File: config.mk
export PLATFORM = sky130hd
export DESIGN_NAME = proc_core_flat
export DESIGN_NICKNAME = d
export VERILOG_FILES = /design/src/rtl/proc_pkg.sv /design/src/rtl/proc_if.sv /design/src/rtl/proc_decoder.sv /design/src/rtl/proc_core.sv /design/src/flat_wrapper.sv
export SDC_FILE = /design/constraint.sdc
export NUM_CORES = 1
export LEC_CHECK = 0
export ABC_AREA = 1
export BUFFER_PORTS_ARGS = -buffer_cell sky130_fd_sc_hd__buf_2
export CORE_UTILIZATION = 30
export DETAILED_ROUTE_END_ITERATION = 6
export MAX_ROUTING_LAYER = met4
export PLACE_DENSITY = 0.48
export SETUP_SLACK_MARGIN = 0.3
export SYNTH_ARGS = -nofsm -noshare
export SYNTH_HDL_FRONTEND = slang
export SYNTH_HIERARCHICAL = 1
export SYNTH_SLANG_ARGS = --single-unit
File: constraint.sdc
create_clock -name clk -period 4.08 [get_ports clk]
set_input_delay 0.816 -clock clk [delete_from_list [all_inputs] [get_ports clk]]
set_output_delay 0.816 -clock clk [all_outputs]
set_load 0.005 [all_outputs]
File: src/rtl/proc_pkg.sv
// Shared definitions for the proc_core CPU: opcode constants, FSM state
// encoding, status-register bit positions, decoder result types and a
// helper that updates the N/Z flags from a result byte.
package proc_pkg;

  localparam logic [7:0] OP_NOP     = 8'hEA;
  localparam logic [7:0] OP_INX     = 8'hE8;
  localparam logic [7:0] OP_DEX     = 8'hCA;
  localparam logic [7:0] OP_LDA_IMM = 8'hA9;
  localparam logic [7:0] OP_LDX_IMM = 8'hA2;
  localparam logic [7:0] OP_LDY_IMM = 8'hA0;
  localparam logic [7:0] OP_JMP_ABS = 8'h4C;
  localparam logic [7:0] OP_STA_ABS = 8'h8D;

  // Status register layout NV1BDIZC
  localparam int P_N = 7;
  localparam int P_Z = 1;

  typedef enum logic [2:0] {
    ST_VEC_LO,
    ST_VEC_HI,
    ST_FETCH,
    ST_IMPL,
    ST_OPER1,
    ST_OPER2,
    ST_WRITE,
    ST_HALT
  } state_e;

  typedef enum logic [1:0] {
    CLS_IMPL,
    CLS_IMM,
    CLS_ABS,
    CLS_ILLEGAL
  } op_class_e;

  typedef enum logic [1:0] {
    DST_NONE,
    DST_A,
    DST_X,
    DST_Y
  } dest_e;

  // Returns p with N and Z replaced according to result r; other bits kept.
  function automatic logic [7:0] set_nz(logic [7:0] p, logic [7:0] r);
    logic [7:0] q;
    q      = p;
    q[P_N] = r[7];
    q[P_Z] = (r == 8'h00);
    return q;
  endfunction

endpackage

File: src/rtl/proc_if.sv
// Single memory port of the CPU.
//   rdy      slave->master  bus cycle completes on a clock edge with rdy=1
//   rd_data  slave->master  byte at the current address
//   address  master->slave  registered bus address
//   wr_data  master->slave  write data, valid while wr_en=1
//   wr_en    master->slave  current bus cycle is a write
//   sync     master->slave  current bus cycle is an opcode fetch
interface proc_if;
  logic        rdy;
  logic [7:0]  rd_data;
  logic [15:0] address;
  logic [7:0]  wr_data;
  logic        wr_en;
  logic        sync;

  modport master (input rdy, rd_data, output address, wr_data, wr_en, sync);
  modport slave  (output rdy, rd_data, input address, wr_data, wr_en, sync);
endinterface

File: src/rtl/proc_decoder.sv
// Combinational opcode decoder.
//   op_i     opcode byte
//   cls_o    instruction class (implied / immediate / absolute / illegal)
//   dest_o   register written by the instruction (DST_NONE if none)
//   legal_o  opcode is implemented
module proc_decoder
  import proc_pkg::*;
(
  input  logic [7:0] op_i,
  output op_class_e  cls_o,
  output dest_e      dest_o,
  output logic       legal_o
);

  always_comb begin
    cls_o  = CLS_ILLEGAL;
    dest_o = DST_NONE;
    case (op_i)
      OP_NOP:     cls_o = CLS_IMPL;
      OP_INX,
      OP_DEX:     begin cls_o = CLS_IMPL; dest_o = DST_X; end
      OP_LDA_IMM: begin cls_o = CLS_IMM;  dest_o = DST_A; end
      OP_LDX_IMM: begin cls_o = CLS_IMM;  dest_o = DST_X; end
      OP_LDY_IMM: begin cls_o = CLS_IMM;  dest_o = DST_Y; end
      OP_JMP_ABS,
      OP_STA_ABS: cls_o = CLS_ABS;
      default:    ;
    endcase
  end

  assign legal_o = (cls_o != CLS_ILLEGAL);

endmodule

File: src/rtl/proc_core.sv
// Multi-cycle 8-bit CPU (6502 subset) with a 16-bit address bus.
//   clk       clock
//   resetn    asynchronous active-low reset
//   bus       memory port (proc_if master)
//   halted    illegal opcode trapped; held until reset
//   a_reg, x_reg, y_reg, p_reg  architectural registers
//
// state     | meaning
// VEC_LO    | reading reset vector low byte
// VEC_HI    | reading reset vector high byte
// FETCH     | opcode fetch (sync=1)
// IMPL      | execute implied instruction
// OPER1     | first operand byte (immediate value or absolute low)
// OPER2     | absolute high byte; JMP completes, STA issues write
// WRITE     | write cycle on the bus
// HALT      | trapped on illegal opcode
module proc_core
  import proc_pkg::*;
#(
  parameter logic [15:0] RESET_VEC = 16'hFFFC,
  parameter logic [15:0] TRAP_ADDR = 16'hFFFF,
  parameter logic [7:0]  P_RESET   = 8'h34
) (
  input  logic       clk,
  input  logic       resetn,
  proc_if.master     bus,
  output logic       halted,
  output logic [7:0] a_reg,
  output logic [7:0] x_reg,
  output logic [7:0] y_reg,
  output logic [7:0] p_reg
);

  state_e      state_q;
  logic [15:0] pc_q, addr_q;
  logic [7:0]  ir_q, lo_q, a_q, x_q, y_q, p_q, wr_data_q;
  logic        wr_en_q, sync_q, halted_q;

  op_class_e   dec_cls;
  dest_e       dec_dest;
  logic        dec_legal;
  logic [7:0]  dec_op, x_step;
  logic [15:0] pc_inc;

  // In FETCH the opcode is still on the bus; afterwards it lives in IR.
  assign dec_op = (state_q == ST_FETCH) ? bus.rd_data : ir_q;
  assign pc_inc = pc_q + 16'd1;
  assign x_step = (ir_q == OP_DEX) ? x_q - 8'd1 : x_q + 8'd1;

  proc_decoder u_dec (
    .op_i    (dec_op),
    .cls_o   (dec_cls),
    .dest_o  (dec_dest),
    .legal_o (dec_legal)
  );

  always_ff @(posedge clk or negedge resetn) begin
    if (!resetn) begin
      state_q   <= ST_VEC_LO;
      pc_q      <= 16'h0000;
      addr_q    <= RESET_VEC;
      ir_q      <= 8'h00;
      lo_q      <= 8'h00;
      a_q       <= 8'h00;
      x_q       <= 8'h00;
      y_q       <= 8'h00;
      p_q       <= P_RESET;
      wr_data_q <= 8'h00;
      wr_en_q   <= 1'b0;
      sync_q    <= 1'b0;
      halted_q  <= 1'b0;
    end else if (state_q == ST_HALT) begin
      // Trap holds regardless of rdy.
      addr_q   <= TRAP_ADDR;
      wr_en_q  <= 1'b0;
      sync_q   <= 1'b0;
      halted_q <= 1'b1;
    end else if (bus.rdy) begin
      case (state_q)
        ST_VEC_LO: begin
          pc_q[7:0] <= bus.rd_data;
          addr_q    <= RESET_VEC + 16'd1;
          state_q   <= ST_VEC_HI;
        end
        ST_VEC_HI: begin
          pc_q[15:8] <= bus.rd_data;
          addr_q     <= {bus.rd_data, pc_q[7:0]};
          sync_q     <= 1'b1;
          state_q    <= ST_FETCH;
        end
        ST_FETCH: begin
          ir_q   <= bus.rd_data;
          pc_q   <= pc_inc;
          sync_q <= 1'b0;
          if (!dec_legal) begin
            addr_q   <= TRAP_ADDR;
            halted_q <= 1'b1;
            state_q  <= ST_HALT;
          end else begin
            addr_q  <= pc_inc;
            state_q <= (dec_cls == CLS_IMPL) ? ST_IMPL : ST_OPER1;
          end
        end
        ST_IMPL: begin
          if (dec_dest == DST_X) begin
            x_q <= x_step;
            p_q <= set_nz(p_q, x_step);
          end
          sync_q  <= 1'b1;
          state_q <= ST_FETCH;
        end
        ST_OPER1: begin
          pc_q   <= pc_inc;
          addr_q <= pc_inc;
          if (dec_cls == CLS_IMM) begin
            case (dec_dest)
              DST_A:   a_q <= bus.rd_data;
              DST_X:   x_q <= bus.rd_data;
              DST_Y:   y_q <= bus.rd_data;
              default: ;
            endcase
            p_q     <= set_nz(p_q, bus.rd_data);
            sync_q  <= 1'b1;
            state_q <= ST_FETCH;
          end else begin
            lo_q    <= bus.rd_data;
            state_q <= ST_OPER2;
          end
        end
        ST_OPER2: begin
          if (ir_q == OP_JMP_ABS) begin
            pc_q    <= {bus.rd_data, lo_q};
            addr_q  <= {bus.rd_data, lo_q};
            sync_q  <= 1'b1;
            state_q <= ST_FETCH;
          end else begin
            pc_q      <= pc_inc;
            addr_q    <= {bus.rd_data, lo_q};
            wr_data_q <= a_q;
            wr_en_q   <= 1'b1;
            state_q   <= ST_WRITE;
          end
        end
        ST_WRITE: begin
          wr_en_q <= 1'b0;
          addr_q  <= pc_q;
          sync_q  <= 1'b1;
          state_q <= ST_FETCH;
        end
        default: state_q <= ST_HALT;
      endcase
    end
  end

  assign bus.address = addr_q;
  assign bus.wr_data = wr_data_q;
  assign bus.wr_en   = wr_en_q;
  assign bus.sync    = sync_q;
  assign halted      = halted_q;
  assign a_reg       = a_q;
  assign x_reg       = x_q;
  assign y_reg       = y_q;
  assign p_reg       = p_q;

endmodule

File: src/flat_wrapper.sv
// flat-port wrapper written by rule: the top's interface ports become plain ports
module proc_core_flat import proc_pkg::*;
#(
  parameter logic [15:0] RESET_VEC = 16'hFFFC,
  parameter logic [15:0] TRAP_ADDR = 16'hFFFF,
  parameter logic [7:0]  P_RESET   = 8'h34
)
  (clk, resetn, halted, a_reg, x_reg, y_reg, p_reg, bus_rdy, bus_rd_data, bus_address, bus_wr_data, bus_wr_en, bus_sync);
  proc_if bus_i ();
  input  logic clk;
  input  logic resetn;
  output logic halted;
  output logic [7:0] a_reg;
  output logic [7:0] x_reg;
  output logic [7:0] y_reg;
  output logic [7:0] p_reg;
  input wire logic [$bits(bus_i.rdy)-1:0] bus_rdy;
  input wire logic [$bits(bus_i.rd_data)-1:0] bus_rd_data;
  output wire logic [$bits(bus_i.address)-1:0] bus_address;
  output wire logic [$bits(bus_i.wr_data)-1:0] bus_wr_data;
  output wire logic [$bits(bus_i.wr_en)-1:0] bus_wr_en;
  output wire logic [$bits(bus_i.sync)-1:0] bus_sync;
  assign bus_i.rdy = bus_rdy;
  assign bus_i.rd_data = bus_rd_data;
  assign bus_address = bus_i.address;
  assign bus_wr_data = bus_i.wr_data;
  assign bus_wr_en = bus_i.wr_en;
  assign bus_sync = bus_i.sync;
  proc_core #(.RESET_VEC(RESET_VEC), .TRAP_ADDR(TRAP_ADDR), .P_RESET(P_RESET)) u_core (.clk(clk), .resetn(resetn), .bus(bus_i), .halted(halted), .a_reg(a_reg), .x_reg(x_reg), .y_reg(y_reg), .p_reg(p_reg));
endmodule
# Yosys cells after proc, flatten, opt, wreduce, memory -nomap -nowiden

Cells that the tools add are included.

Logic and storage cells: 116
Output and inout port bits: 59
Input port bits: 11
Flip-flop bits (word level): 88

Add/subtract/negate cells: 3
Bitwise gates (word level): 3
Reductions and logical operators: 31
Eq/ne operators: 29
Muxes and demuxes: 36

Operators with widths:

| operator              | number |
|---|---|
| $pmux 16 s6           | 1 |
| $eq 8x8->1 const B    | 8 |
| $mux 16               | 4 |
| $mux 8                | 7 |
| $pmux 8 s3            | 2 |
| $pmux 8 s2            | 2 |
| $add 16x1->16 const B | 1 |
| $eq 8x7->1 const B    | 2 |
| $logic_not 8->1       | 2 |
| $pmux 3 s5            | 1 |
| $reduce_and 5->1      | 3 |
| $eq 3x3->1 const B    | 4 |
| $mux 3                | 4 |
| $pmux 2 s3            | 2 |
| $reduce_and 3->1      | 4 |
| $reduce_and 4->1      | 3 |
| $reduce_or 3->1       | 4 |
| $mux 1                | 11 |
| $reduce_bool 3->1     | 3 |
| $add 8x1->8 const B   | 1 |
| $sub 8x1->8 const B   | 1 |
| $reduce_bool 7->1     | 1 |
| $eq 3x2->1 const B    | 2 |
| $ne 2x1->1 const B    | 3 |
| other kinds (16)      | 26 |

# Longest topological paths before layout

Gate-level depths: netlist of the first run.

Word-level depth: 10
Gate-level depth with buffers: 20
Depth with buffers taken out: 18

# Cells and area by module

The synthesis of the first run kept the hierarchy.

By module, submodules not included:

| module       | area an instance (µm²) | instances | cells each | seq. area each (µm²) |
|---|---|---|---|---|
| proc_core    | 5,256.3                | 1         | 732        | 2,219.6 |
| proc_decoder | 209.0                  | 1         | 45         | 0.0 |

# Worst setup path before layout of the first run

No wires, ideal clock.

Path type: reg-to-reg
Start point: register u_core.state_q[0]
End point: register u_core.a_q[6] (netlist: u_core/a_reg[6])
Clock period less this slack: 2.705 ns
Setup slack: 1.375 ns
Data arrival time: 2.574 ns
Stages on the path, launching flop included: 18
Data required time: 3.949 ns
Path buffers: 3
Library setup time: 0.131 ns
Cell sequence: dfrtp_1 > buf_4 > nor2_2 > nand2_2 > clkbuf_1 > o21ai_0 > nand2_1 > nor2_2 > nand2_2 > nand3_1 > o21ai_1 > inv_1 > nand2_1 > nor2_2 > nand4_2 > clkbuf_1 > nand2_1 > o21ai_0

Longest elaborated chain between the ends: 7
Elaborated cells on any way between the ends: 22
Those cells by class: eq/ne: 13; mux: 3; bitwise: 1; reduce/logical: 5

Ends and longest elaborated chain:

| what                                                         | RTL line           | text |
|---|---|---|
| start, declared                                              | proc_core.sv:34    | `state_e state_q;` |
| start signal, assigned                                       | proc_core.sv:101   | `state_q <= (dec_cls == CLS_IMPL) ? ST_IMPL : ST_OPER1;` |
| $eq 3x2->1 (*)                                               | proc_core.sv:46    | `assign dec_op = (state_q == ST_FETCH) ? bus.rd_data : ir_q;` |
| $mux 8 (*)                                                   | --                 |  |
| net u_core.dec_op[7]                                         | proc_core.sv:42    | `logic [7:0] dec_op, x_step;` |
| $eq 8x8->1 or $eq 8x7->1 (tied branches)                     | proc_decoder.sv:18 | `case (op_i)` |
| $reduce_or 3->1 (no line) or $reduce_or 2->1 (tied branches) | --                 |  |
| $pmux 2 s3 (*)                                               | proc_decoder.sv:18 |  |
| net u_core.dec_cls[1]                                        | proc_core.sv:39    | `op_class_e dec_cls;` |
| $eq 2x1->1 (*)                                               | proc_core.sv:115   | `if (dec_cls == CLS_IMM) begin` |
| $reduce_and 5->1 (no line) (*)                               | --                 |  |
| end signal, assigned                                         | proc_core.sv:117   | `DST_A: a_q <= bus.rd_data;` |
| end, declared                                                | proc_core.sv:36    | `logic [7:0] ir_q, lo_q, a_q, x_q, y_q, p_q, wr_data_q;` |

The timed path passes the listed nets; every way through them passes the cells marked *.
A chain may end at the register's enable or synchronous reset.

# Worst setup path after layout of the first run

Start point: register u_core.state_q[0]
End point: register u_core.addr_q[8] (netlist: u_core/bus.address[8])

Longest elaborated chain between the ends: 10
Elaborated cells on any way between the ends: 28
Those cells by class: eq/ne: 15; mux: 6; reduce/logical: 7

Ends and longest elaborated chain:

| what                                                         | RTL line           | text |
|---|---|---|
| $eq 3x2->1 (*)                                               | proc_core.sv:46    |  |
| $mux 8 (*)                                                   | --                 |  |
| net u_core.dec_op[7]                                         | proc_core.sv:42    |  |
| $eq 8x8->1 or $eq 8x7->1 (tied branches)                     | proc_decoder.sv:18 |  |
| $reduce_or 3->1 (no line) or $reduce_or 2->1 (tied branches) | --                 |  |
| $pmux 2 s3 (*)                                               | proc_decoder.sv:18 |  |
| $ne 2x2->1 (*)                                               | proc_decoder.sv:31 | `assign legal_o = (cls_o != CLS_ILLEGAL);` |
| net u_core.dec_legal                                         | proc_core.sv:41    | `logic dec_legal;` |
| $mux 16 (*)                                                  | proc_core.sv:95    | `if (!dec_legal) begin` |
| $pmux 16 s6 (*)                                              | proc_core.sv:79    | `case (state_q)` |
| $mux 16 (*)                                                  | proc_core.sv:78    | `end else if (bus.rdy) begin` |
| $mux 16 (*)                                                  | proc_core.sv:72    | `end else if (state_q == ST_HALT) begin` |
| end signal, assigned                                         | proc_core.sv:82    | `addr_q <= RESET_VEC + 16'd1;` |
| end signal, assigned                                         | proc_core.sv:87    | `addr_q <= {bus.rd_data, pc_q[7:0]};` |
| end signal, assigned                                         | proc_core.sv:100   | `addr_q <= pc_inc;` |
| end, declared                                                | proc_core.sv:35    | `logic [15:0] pc_q, addr_q;` |

The timed path passes the listed nets; every way through them passes the cells marked *. The select of a mux whose other input is x is not followed.

==> run metrics, run 1 <==
Sink Count=88; postcts setup bufs=0; layout net count=between 800 and 900; cell internal pwr=~2.3 mW; largest fanout on the critical path=19; fin crit share=0.776; power share of the sequential group=0.330; fraction of layout instances using a drive strength above 1=0.172; fin crit period=about 3.2 ns; first-pass iteration count of the detailed router=5; clock latency of the later-clocked register in the worst-skew pair=0.35 ns; Setup TNS Final=0 ns; sequential element share of the synthesized area=0.406; top flip-flop cell by instance count after synthesis=dfrtp_1; Initial Util=0.312; largest net degree at the start of global routing=45; count of input and output buffers=63; crit path buf inv count=2; # rows=48; number of unique standard cell types used by synthesis=between 40 and 50; Die Height=137 um; sw frac=0.476; Multi-input gate area=around 2800 um2; total half-perimeter wirelength after legalization and detailed placement=between 10,000 and 15,000 um; floorplan die area=18,800 um2; routability-driven placement congestion ratio=between 0.9 and 1; DRC viols=0; area of all placed cells without fillers=6280 um2; Post-Place Cells=1,054; detailed-route wire length per cell=roughly 16 um; number of fill cells in the layout=around 1,900; initial antenna violation count=1; final setup skew=0.00991 ns; share of power burned in the clock network=0.185; Total Routed Length=17,100 um; clock root cell=clkbuf_16; Resized Gates After CTS=0; final setup violation count=0; total grt overflow=0; number of enable-type register cells in the synthesized netlist=0; critical path class=flip-flop to flip-flop; transition at the pin with the smallest max-transition slack=approximately 0.61 ns; sequential standard cell area=2220 um2; Largest stage delay, worst path=between 0.5 and 0.6 ns; CTS tree=yes; core region area=about 18,000 um2; maximum capacitance violations=0; Top Family by Delay on Critical Path=simple AND/OR/NAND/NOR gates; Gate power share=0.485; most repeated library cell on the critical path=nand2_1; number of hold violations in the final report=0; Seq cells post-synth=just under 90; endpoint type of the worst setup path=flip-flop; synth warn=6; switching power total=2.10 mW; leak pwr=around 3.3 nW; unrepaired setup endpoints after global routing=false; layout overhead on the synthesized area=15.0%; final slew viol count=0; Required @ worst endpoint=roughly 4.4 ns; overall die width=around 140 um; Hold/Removal Path Class=input pin to async pin; post-synthesis instance total=777; wire length of the first global-routing pass=about 27,000 um; number of buffers created by CTS=9; run status=finished clean; total standard cell area after synthesis=between 5000 and 6000 um2; worst slew slack as a fraction of its limit=0.593; final core utilization=0.358; vias in the first global route=roughly 4,800; clock transition time at the flip-flop clock pins of the worst setup and hold paths=roughly 0.070 ns; cell with the biggest individual delay on the critical path=dfrtp_1; CTS Hold Buffers Added=0; DRC marker count from the first detailed-route iteration=approximately 450; async set-reset flop share out of synthesis=1.00; Finished Layout Cells=approximately 1,100; Vias=between 5,000 and 6,000; global-route total usage across every layer=0.199; Placement Cell Area=approximately 6000 um2; power density over cell area=approximately 700 nW/um2; CP Launch Type=flip-flop; remaining number of nets flagged by the antenna check after routing=0; mean post-synth cell area=7.03 um2; Vias/cell=around 4.9; arrival time reported for the critical path endpoint=around 3.5 ns; peak supply drop=between 0.2 and 0.3 mV; IO Pins=70; maximum clock insertion buffer count=2; Clock H-tree levels=3; FMAX=approximately 0.32 GHz; ordered cell list for the critical path=nor2_2, nand2_2, o21ai_0, nand2_1, nor2_2, nand3_2, nand2_1, nand3b_1, inv_1, nand2_1, nand2_1, nor3_4, inv_2, nor3_1, nor2_1
## cells in the final DEF (no fill, tap or decap), types with 2 or more instances in the layout
cell       instances
a41oi_1            5
nor3_1             6
dfstp_2           14
buf_4              7
o21ai_0           60
o22ai_1            8
conb_1             6
inv_6              3
nor2_1           102
buf_2             62
nor2_2             6
a21boi_1           6
nand2_1          232
clkbuf_16          9
inv_2             11
or2_2              2
dfrtp_1           74
clkinv_4           2
nand3_1           46
o21ai_1            5
o211ai_1           4
nand4_2            2
nand3b_1           2
nand4_1           11
xor2_1             6
a31oi_1            3
nand3_4            2
ha_1               8
nand2_2           15
a21oi_1           30
nor2_4             3
inv_1             78
## cell type report
type,instances,area share
multi-input combinational,582,0.444
tap,225,0.0448
clock inverter,6,0.00776
timing repair buffer,69,0.0577
inverter,90,0.0542
sequential,88,0.353
antenna,1,0.000398
clock buffer,10,0.0380
## worst reg2reg max path, stage by stage (launching register included)
cell	delay (ns)
dfrtp_1	0.51
nor2_2	0.19
nand2_2	0.23
o21ai_0	0.46
nand2_1	0.16
nor2_2	0.19
nand3_2	0.10
nand2_1	0.08
nand3b_1	0.12
inv_1	0.05
nand2_1	0.09
nand2_1	0.15
nor3_4	0.38
inv_2	0.15
nor3_1	0.17
nor2_1	0.06
## cells by family after synthesis
group | share of synthesized area
simple gates | 0.342
compound gates | 0.131
buf+inv | 0.0861
flops | 0.406
fa+ha+maj | 0.0220
xor+xnor | 0.0112
other cells | 0.00137
## final timing paths
check | from | end | slack [ns] | cells past startpoint
worst min register to register | u_core/bus.wr_data[7] | u_core/bus.wr_data[7] | 0.47 | 2
worst min-delay path | resetn | u_core/lo_q[5] | 0.46 | 1
min in group clk | u_core/bus.wr_data[7] | u_core/bus.wr_data[7] | 0.47 | 2
max in group asynchronous | resetn | u_core/bus.address[14] | 2.81 | 2
worst max-delay path | u_core/state_q[0] | u_core/bus.address[8] | 0.91 | 15
worst max register to register | u_core/state_q[0] | u_core/bus.address[8] | 0.91 | 15
## cell usage after synthesis, drive strengths merged (2+ instances only)
| cell type | instances | area share |
|---|---|---|
| nand3b | 2 | 0.0027 |
| nor3 | 7 | 0.0085 |
| inv | 90 | 0.062 |
| o211ai | 4 | 0.0055 |
| nor2 | 111 | 0.083 |
| ha | 8 | 0.018 |
| a21boi | 6 | 0.0082 |
| a31oi | 3 | 0.0034 |
| o21ai | 66 | 0.061 |
| xor2 | 6 | 0.0096 |
| conb | 2 | 0.0014 |
| nand4 | 13 | 0.017 |
| a41oi | 5 | 0.0080 |
| buf | 16 | 0.020 |
| or2 | 2 | 0.0023 |
| nand2 | 247 | 0.18 |
| dfstp | 14 | 0.067 |
| clkbuf | 5 | 0.0034 |
| nand3 | 49 | 0.050 |
| o22ai | 8 | 0.0092 |
| dfrtp | 74 | 0.34 |
| a21oi | 31 | 0.029 |
## layer usage
| metal | wire length, um | GRT usage |
|---|---|---|
| met1 | 8670 | 0.280 |
| met2 | 7190 | 0.287 |
| met3 | 804 | 0.0252 |
| met4 | 421 | 0.0800 |
| met5 | 0 | - |
## metrics by stage
step | total power [mW] | setup WS [ns] | hold WS [ns]
final | 4.42 | 0.915 | 0.461
after global routing | 4.81 | 0.561 | 0.499
after CTS | 4.44 | 0.914 | 0.473
after detailed placement | 3.59 | 0.762 | 0.455
after global placement | 3.61 | 0.794 | 0.449
after floorplan | 2.99 | 1.37 | 0.451
## power by group through the flow
stage | Combinational (mW) | Clock, mW | Sequential, mW
2_1_floorplan | 1.61 | 0 | 1.38
3_3_place_gp | 2.13 | 0 | 1.47
3_5_place_dp | 2.13 | 0 | 1.46
4_1_cts | 2.14 | 0.847 | 1.46
5_1_grt | 2.44 | 0.873 | 1.51
6_report | 2.14 | 0.819 | 1.46
Power figures use the tool's default switching activity.
==> inputs of run 2 (changes only) <==
- clock period: 4.08 -> 3 ns (I/O delays scaled with it)
==> run metrics, run 2 (synthesized netlist as in run 1, its figures left out) <==
most used cells in the layout excluding fill and tap cells=232 x nand2_1, 101 x nor2_1, 77 x inv_1; endpoint of the worst register-to-register path=u_core/x_reg[0]; core region area=17,500 um2 (unchanged); Worst Hold Slack=0.187 ns (-0.273 ns); remaining number of nets flagged by the antenna check after routing=0 (unchanged); number of cells on the worst reg-to-reg path=14 (-1); Top Family by Delay on Critical Path=simple AND/OR/NAND/NOR gates; Setup TNS Final=0 ns (unchanged); run status=finished clean; CTS tree=yes; first-pass iteration count of the detailed router=5 (unchanged); most repeated library cell on the critical path=nand2_1; Gate power share=0.497 (+0.012); Hold/Removal Path Class=input pin to async pin; detailed-route wire length per cell=15.9 um (-0.60%); ordered cell list for the critical path=nor2_4, nand2_2, o21ai_2, nand2_1, nor2_4, nand3_2, nand2_1, o21ai_1, inv_1, nand2_1, o21ai_2, nand3_4, a211oi_1, a21oi_1; clock transition time at the flip-flop clock pins of the worst setup and hold paths=0.07 ns (about the same); peak supply drop=0.340 mV (+16%); IO Pins=70 (unchanged); worst slew slack as a fraction of its limit=0.633 (+0.0399); FMAX=0.390 GHz (+23%); layout net count=883 (+2.7%); global-route total usage across every layer=0.202 (+0.00257); final slew viol count=0 (unchanged); fraction of layout instances using a drive strength above 1=0.199 (+0.0277); layout overhead on the synthesized area=20.1%; Tot Pwr=6.40 mW (+45%); critical path class=flip-flop to flip-flop; total grt overflow=0 (unchanged); final setup skew=0.00600 ns (-0.00390 ns); Die Height=137 um (unchanged); Vias/cell=4.85 (about the same); total half-perimeter wirelength after legalization and detailed placement=12,600 um (-0.50%); fin crit period=2.56 ns (-0.601 ns); DRC marker count from the first detailed-route iteration=398 (-12%); endpoint type of the worst setup path=flip-flop; largest net degree at the start of global routing=57 (+27%); fin crit share=0.855 (+0.0790); vias in the first global route=4,935 (+2.4%); switching power total=2.95 mW (+40%); Largest stage delay, worst path=0.41 ns (-0.10 ns); share of power burned in the clock network=0.197 (+0.012); clock latency of the later-clocked register in the worst-skew pair=0.35 ns (about the same); routability-driven placement congestion ratio=0.894 (-5.3%); clock root cell=clkbuf_16; largest fanout on the critical path=10 (-9); # rows=48 (unchanged); sw frac=0.461 (-0.0153); number of buffers created by CTS=9 (unchanged); floorplan die area=18,800 um2 (unchanged); Vias=5,302 (+2.0%); maximum clock insertion buffer count=2 (unchanged); minimum setup slack among reg-to-reg paths=0.44 ns (-0.48 ns); arrival time reported for the critical path endpoint=2.80 ns (-0.65 ns); Total Routed Length=17,300 um (+1.4%); leak pwr=3.39 nW (+3.8%); power density over cell area=975 nW/um2 (+39%); number of fill cells in the layout=1,901 (+0.32%); CP Launch Type=flip-flop; cell internal pwr=3.45 mW (+49%); Crit Reg-Reg Startpoint=u_core/state_q[0]; number of hold violations in the final report=0 (unchanged); maximum capacitance violations=0 (unchanged); Initial Util=0.312 (unchanged); overall die width=137 um (unchanged); cell with the biggest individual delay on the critical path=dfrtp_1; wire length of the first global-routing pass=27,500 um (+2.0%); initial antenna violation count=0 (-1); Required @ worst endpoint=3.23 ns (-1.13 ns); crit path buf inv count=1 (-1); count of input and output buffers=63 (unchanged); Clock H-tree levels=3 (unchanged); transition at the pin with the smallest max-transition slack=0.550 ns (-0.0597 ns); most frequent standard cell in the layout excluding fill and tap cells=nand2_1; power share of the sequential group=0.306 (-0.024); count of inserted antenna diode cells=0 (-1); DRC viols=0 (unchanged); Sink Count=88 (unchanged); final setup violation count=0 (unchanged); unrepaired setup endpoints after global routing=true
==> run 2: how the worst max path moves through the flow <==
stage	startpoint	to	depth (start not counted)
2_1_floorplan	u_core/state_q[0]	u_core/a_reg[6]	19
6_report	u_core/state_q[0]	u_core/x_reg[0]	14
3_3_place_gp	bus_rd_data[6]	u_core/y_reg[4]	14
5_1_grt	u_core/state_q[0]	u_core/p_reg[1]	12
3_5_place_dp	u_core/state_q[0]	u_core/a_reg[1]	13
4_1_cts	u_core/state_q[0]	u_core/a_reg[1]	14
==> run 2: stage by stage <==
| step | instances | util | setup slack (ns) | cell area (um2) |
|---|---|---|---|---|
| after CTS | 1087 | 0.369 | 0.262 | 6470 |
| after global routing | 1093 | 0.374 | 0.248 | 6570 |
| final | 1093 | 0.374 | 0.436 | 6570 |
| after global placement | 1071 | 0.350 | 0.332 | 6130 |
| after floorplan | 781 | - | 0.390 | 5480 |
| after detailed placement | 1071 | 0.350 | 0.208 | 6130 |
==> run 2: timing repair <==
action	4_1_cts	5_1_grt
resized for setup	4	15
pin swaps	0	2
setup buffers	0	5
cloned	0	1
hold buffers	0	0
setup endpoints to repair	16	48
==> run 2: metal layers <==
layer	track usage	wire length, um
met3	0.0311	888
met5	-	0
met1	0.287	8750
met4	0.0739	323
met2	0.286	7360
==> run 2: power by group through the flow <==
stage | Combinational [mW] | Clock (mW) | Sequential, mW
6_report | 3.18 | 1.26 | 1.96
5_1_grt | 3.58 | 1.34 | 2.02
4_1_cts | 3.08 | 1.30 | 1.95
3_5_place_dp | 3.06 | 0 | 1.96
3_3_place_gp | 3.07 | 0 | 1.96
2_1_floorplan | 2.19 | 0 | 1.87
==> run 2: final cells by class <==
class | instances | area, um2 | share of cell area
clock buffer | 10 | 239 | 0.0364
timing repair buffer | 91 | 544 | 0.0829
inverter | 90 | 343 | 0.0522
multi-input combinational | 583 | 2840 | 0.433
sequential | 88 | 2220 | 0.338
clock inverter | 6 | 92.6 | 0.0141
tap | 225 | 282 | 0.0429
==> run 2: worst register-to-register path: cells and delay by family, from the launching register on <==
kind,cells,cell delay [ns]
simple gates,8,1.15
compound gates,5,0.83
flops,1,0.41
buf+inv,1,0.06
==> inputs of run 3 (changes only) <==
- ABC_AREA: 1 -> unset
==> run metrics, run 3 <==
Required @ worst endpoint=3.25 ns (+0.02 ns); Yosys top cell by area=dfrtp_1; number of cells on the worst reg-to-reg path=12 (-2); synth warn=6 (unchanged); final slew viol count=0 (unchanged); leak pwr=3.05 nW (-10%); count of input and output buffers=63 (unchanged); CTS Hold Buffers Added=0 (unchanged); number of unique standard cell types used by synthesis=74 (+68%); total grt overflow=0 (unchanged); largest fanout on the critical path=7 (-3); number of enable-type register cells in the synthesized netlist=0 (unchanged); cell internal pwr=4.00 mW (+16%); mean post-synth cell area=9.61 um2 (+37%); Gate power share=0.514 (+0.017); fraction of layout instances using a drive strength above 1=0.382 (+0.182); remaining number of nets flagged by the antenna check after routing=0 (unchanged); count of inserted antenna diode cells=0 (unchanged); first-pass iteration count of the detailed router=5 (unchanged); Crit Reg-Reg Startpoint=u_core/state_q[0]; most frequent standard cell in the layout excluding fill and tap cells=dfrtp_1; most common library cells after synthesis=74 x dfrtp_1, 53 x nor2_1, 52 x mux2_2, 48 x nand2_1, 34 x o21ai_0; core region area=17,400 um2 (-0.68%); switching power total=2.78 mW (-5.9%); layout net count=686 (-22%); final setup violation count=51 (+51); detailed-route wire length per cell=18.9 um (+19%); clock transition time at the flip-flop clock pins of the worst setup and hold paths=0.07 ns (about the same); Place WS=-0.309 ns (-0.517 ns); DRC marker count from the first detailed-route iteration=363 (-8.8%); final setup skew=0.00738 ns (+0.00137 ns); top flip-flop cell by instance count after synthesis=dfrtp_1; global-route total usage across every layer=0.199 (-0.00235); sequential standard cell area=2220 um2 (about the same); DR top layer=met4; peak supply drop=0.392 mV (+15%); minimum setup slack among reg-to-reg paths=-0.32 ns (-0.75 ns); routability-driven placement congestion ratio=0.864 (-3.4%); total half-perimeter wirelength after legalization and detailed placement=11,600 um (-8.3%); arrival time reported for the critical path endpoint=3.56 ns (+0.76 ns); CP Launch Type=flip-flop; routed wire length on met3=711 um (-20%); Tot Pwr=6.77 mW (+5.8%); Hold/Removal Path Class=input pin to async pin; endpoint of the worst register-to-register path=u_core/x_reg[7]; power density over cell area=974 nW/um2 (-0.10%); critical path class=flip-flop to flip-flop; Sink Count=88 (unchanged); overall die width=136 um (-0.85%); total standard cell area after synthesis=5370 um2 (-1.7%); run status=complete, but fails checks; number of hold violations in the final report=0 (unchanged); Die Height=136 um (-0.85%); IO Pins=70 (unchanged); Total Routed Length=16,900 um (-2.2%); share of power burned in the clock network=0.193 (-0.004); clock root cell=clkbuf_16; clock latency of the later-clocked register in the worst-skew pair=0.36 ns (about the same); CTS tree=yes; area fraction of the dominant cell type after synthesis=0.345 (+0.00592); sequential element share of the synthesized area=0.413 (+0.00710); floorplan die area=18,400 um2 (-1.7%); DRC viols=0 (unchanged); number of fill cells in the layout=1,747 (-8.1%); worst slew slack as a fraction of its limit=0.535 (-0.0984); metal2 WL=8020 um (+8.9%); FMAX=0.301 GHz (-23%); endpoint type of the worst setup path=flip-flop; maximum capacitance violations=0 (unchanged); largest net degree at the start of global routing=89 (+56%); Multi-input gate area=3150 um2 (+11%); vias in the first global route=4,861 (-1.5%); fin crit share=1.11 (+0.251); layout overhead on the synthesized area=29.4%; most used cells in the layout excluding fill and tap cells=74 x dfrtp_1, 62 x buf_2, 61 x buf_4; Vias=4,753 (-10%); transition at the pin with the smallest max-transition slack=0.693 ns (+0.143 ns); async set-reset flop share out of synthesis=1.00 (unchanged); wire length of the first global-routing pass=26,900 um (-2.1%); Vias/cell=5.30 (+9.4%); initial antenna violation count=0 (unchanged); maximum clock insertion buffer count=2 (unchanged); unrepaired setup endpoints after global routing=true; WL met1=7650 um (-13%); Initial Util=0.308 (-0.00324); synth top area cells=dfrtp_1 34%, mux2_2 11%, dfstp_2 6.8%; final worst-path setup slack=-0.317 ns (-0.753 ns); failing checks=negative setup slack; Seq cells post-synth=88 (unchanged); # rows=48 (unchanged); post-synthesis instance total=559 (-28%); number of buffers created by CTS=9 (unchanged); Clock H-tree levels=3 (unchanged); sw frac=0.410 (-0.0511); fin crit period=3.32 ns (+0.753 ns); power share of the sequential group=0.293 (-0.013); most used standard cell by instance count after synthesis=dfrtp_1
run 3: cell type report:
type,instances,share of cell area
clock buffers,10,0.0329
clock inverters,6,0.0155
inverters,12,0.00648
multi-input cells,420,0.453
flip-flops and latches,88,0.319
well taps,225,0.0405
repair buffers,135,0.132
run 3: per-stage QoR:
stage / util / TNS, ns / std cells / hold slack [ns] / cell area [um2]
2_1_floorplan: - / -7.18 / 563 / 0.304 / 5470
3_3_place_gp: 0.362 / -5.40 / 869 / 0.449 / 6310
3_5_place_dp: 0.362 / -7.77 / 869 / 0.448 / 6310
4_1_cts: 0.394 / -6.10 / 893 / 0.316 / 6860
5_1_grt: 0.399 / -14.76 / 896 / 0.334 / 6950
6_report: 0.399 / -8.94 / 896 / 0.287 / 6950
run 3: power by group through the flow:
stage / sequential, mW / clock (mW) / combinational [mW]
3_3_place_gp: 1.98 / 0 / 3.17
5_1_grt: 2.05 / 1.38 / 3.81
6_report: 1.99 / 1.30 / 3.48
2_1_floorplan: 1.90 / 0 / 2.22
3_5_place_dp: 2.00 / 0 / 3.22
4_1_cts: 1.98 / 1.34 / 3.41
run 3: repair_timing:
action	4_1_cts	5_1_grt
gates resized for setup	40	16
setup endpoints to repair	55	55
pin swaps	14	7
setup buffers	8	3
run 3: cells by family after synthesis:
group,synth area share
and+or+nand+nor,0.162
AOI/OAI and AO/OA,0.191
DFF,0.413
muxes,0.126
buffers and inverters,0.0480
xor gates and xnor gates,0.0342
adders and majority gates,0.0242
other,0.00140
run 3: worst max-delay path, cell delays in order, from the launching register on:
cell     delay (ns)
dfrtp_1        0.41
nor2_4         0.13
inv_2          0.06
nor2_4         0.25
mux2_4         0.34
or4b_4         0.55
o21a_1         0.20
and3b_1        0.23
nor3b_4        0.22
a21oi_2        0.07
nor4b_4        0.30
buf_6          0.16
mux2_4         0.29
run 3: worst max-delay path by stage:
stage / start / endpoint / slack, ns / depth (start not counted)
4_1_cts: u_core/state_q[0] / u_core/x_reg[7] / -0.26 / 12
2_1_floorplan: u_core/state_q[2] / u_core/x_reg[5] / -0.34 / 14
6_report: u_core/state_q[0] / u_core/x_reg[7] / -0.32 / 12
5_1_grt: u_core/state_q[0] / u_core/x_reg[7] / -0.45 / 14
3_5_place_dp: u_core/state_q[0] / u_core/x_reg[7] / -0.31 / 14
3_3_place_gp: u_core/state_q[0] / u_core/x_reg[7] / -0.23 / 14
run 3: routing by layer:
metal  up-vias  GRT usage
li1       2246          -
met1      2335      0.254
met2       130      0.312
met3        42     0.0309
met4         0     0.0893
met5         -          -
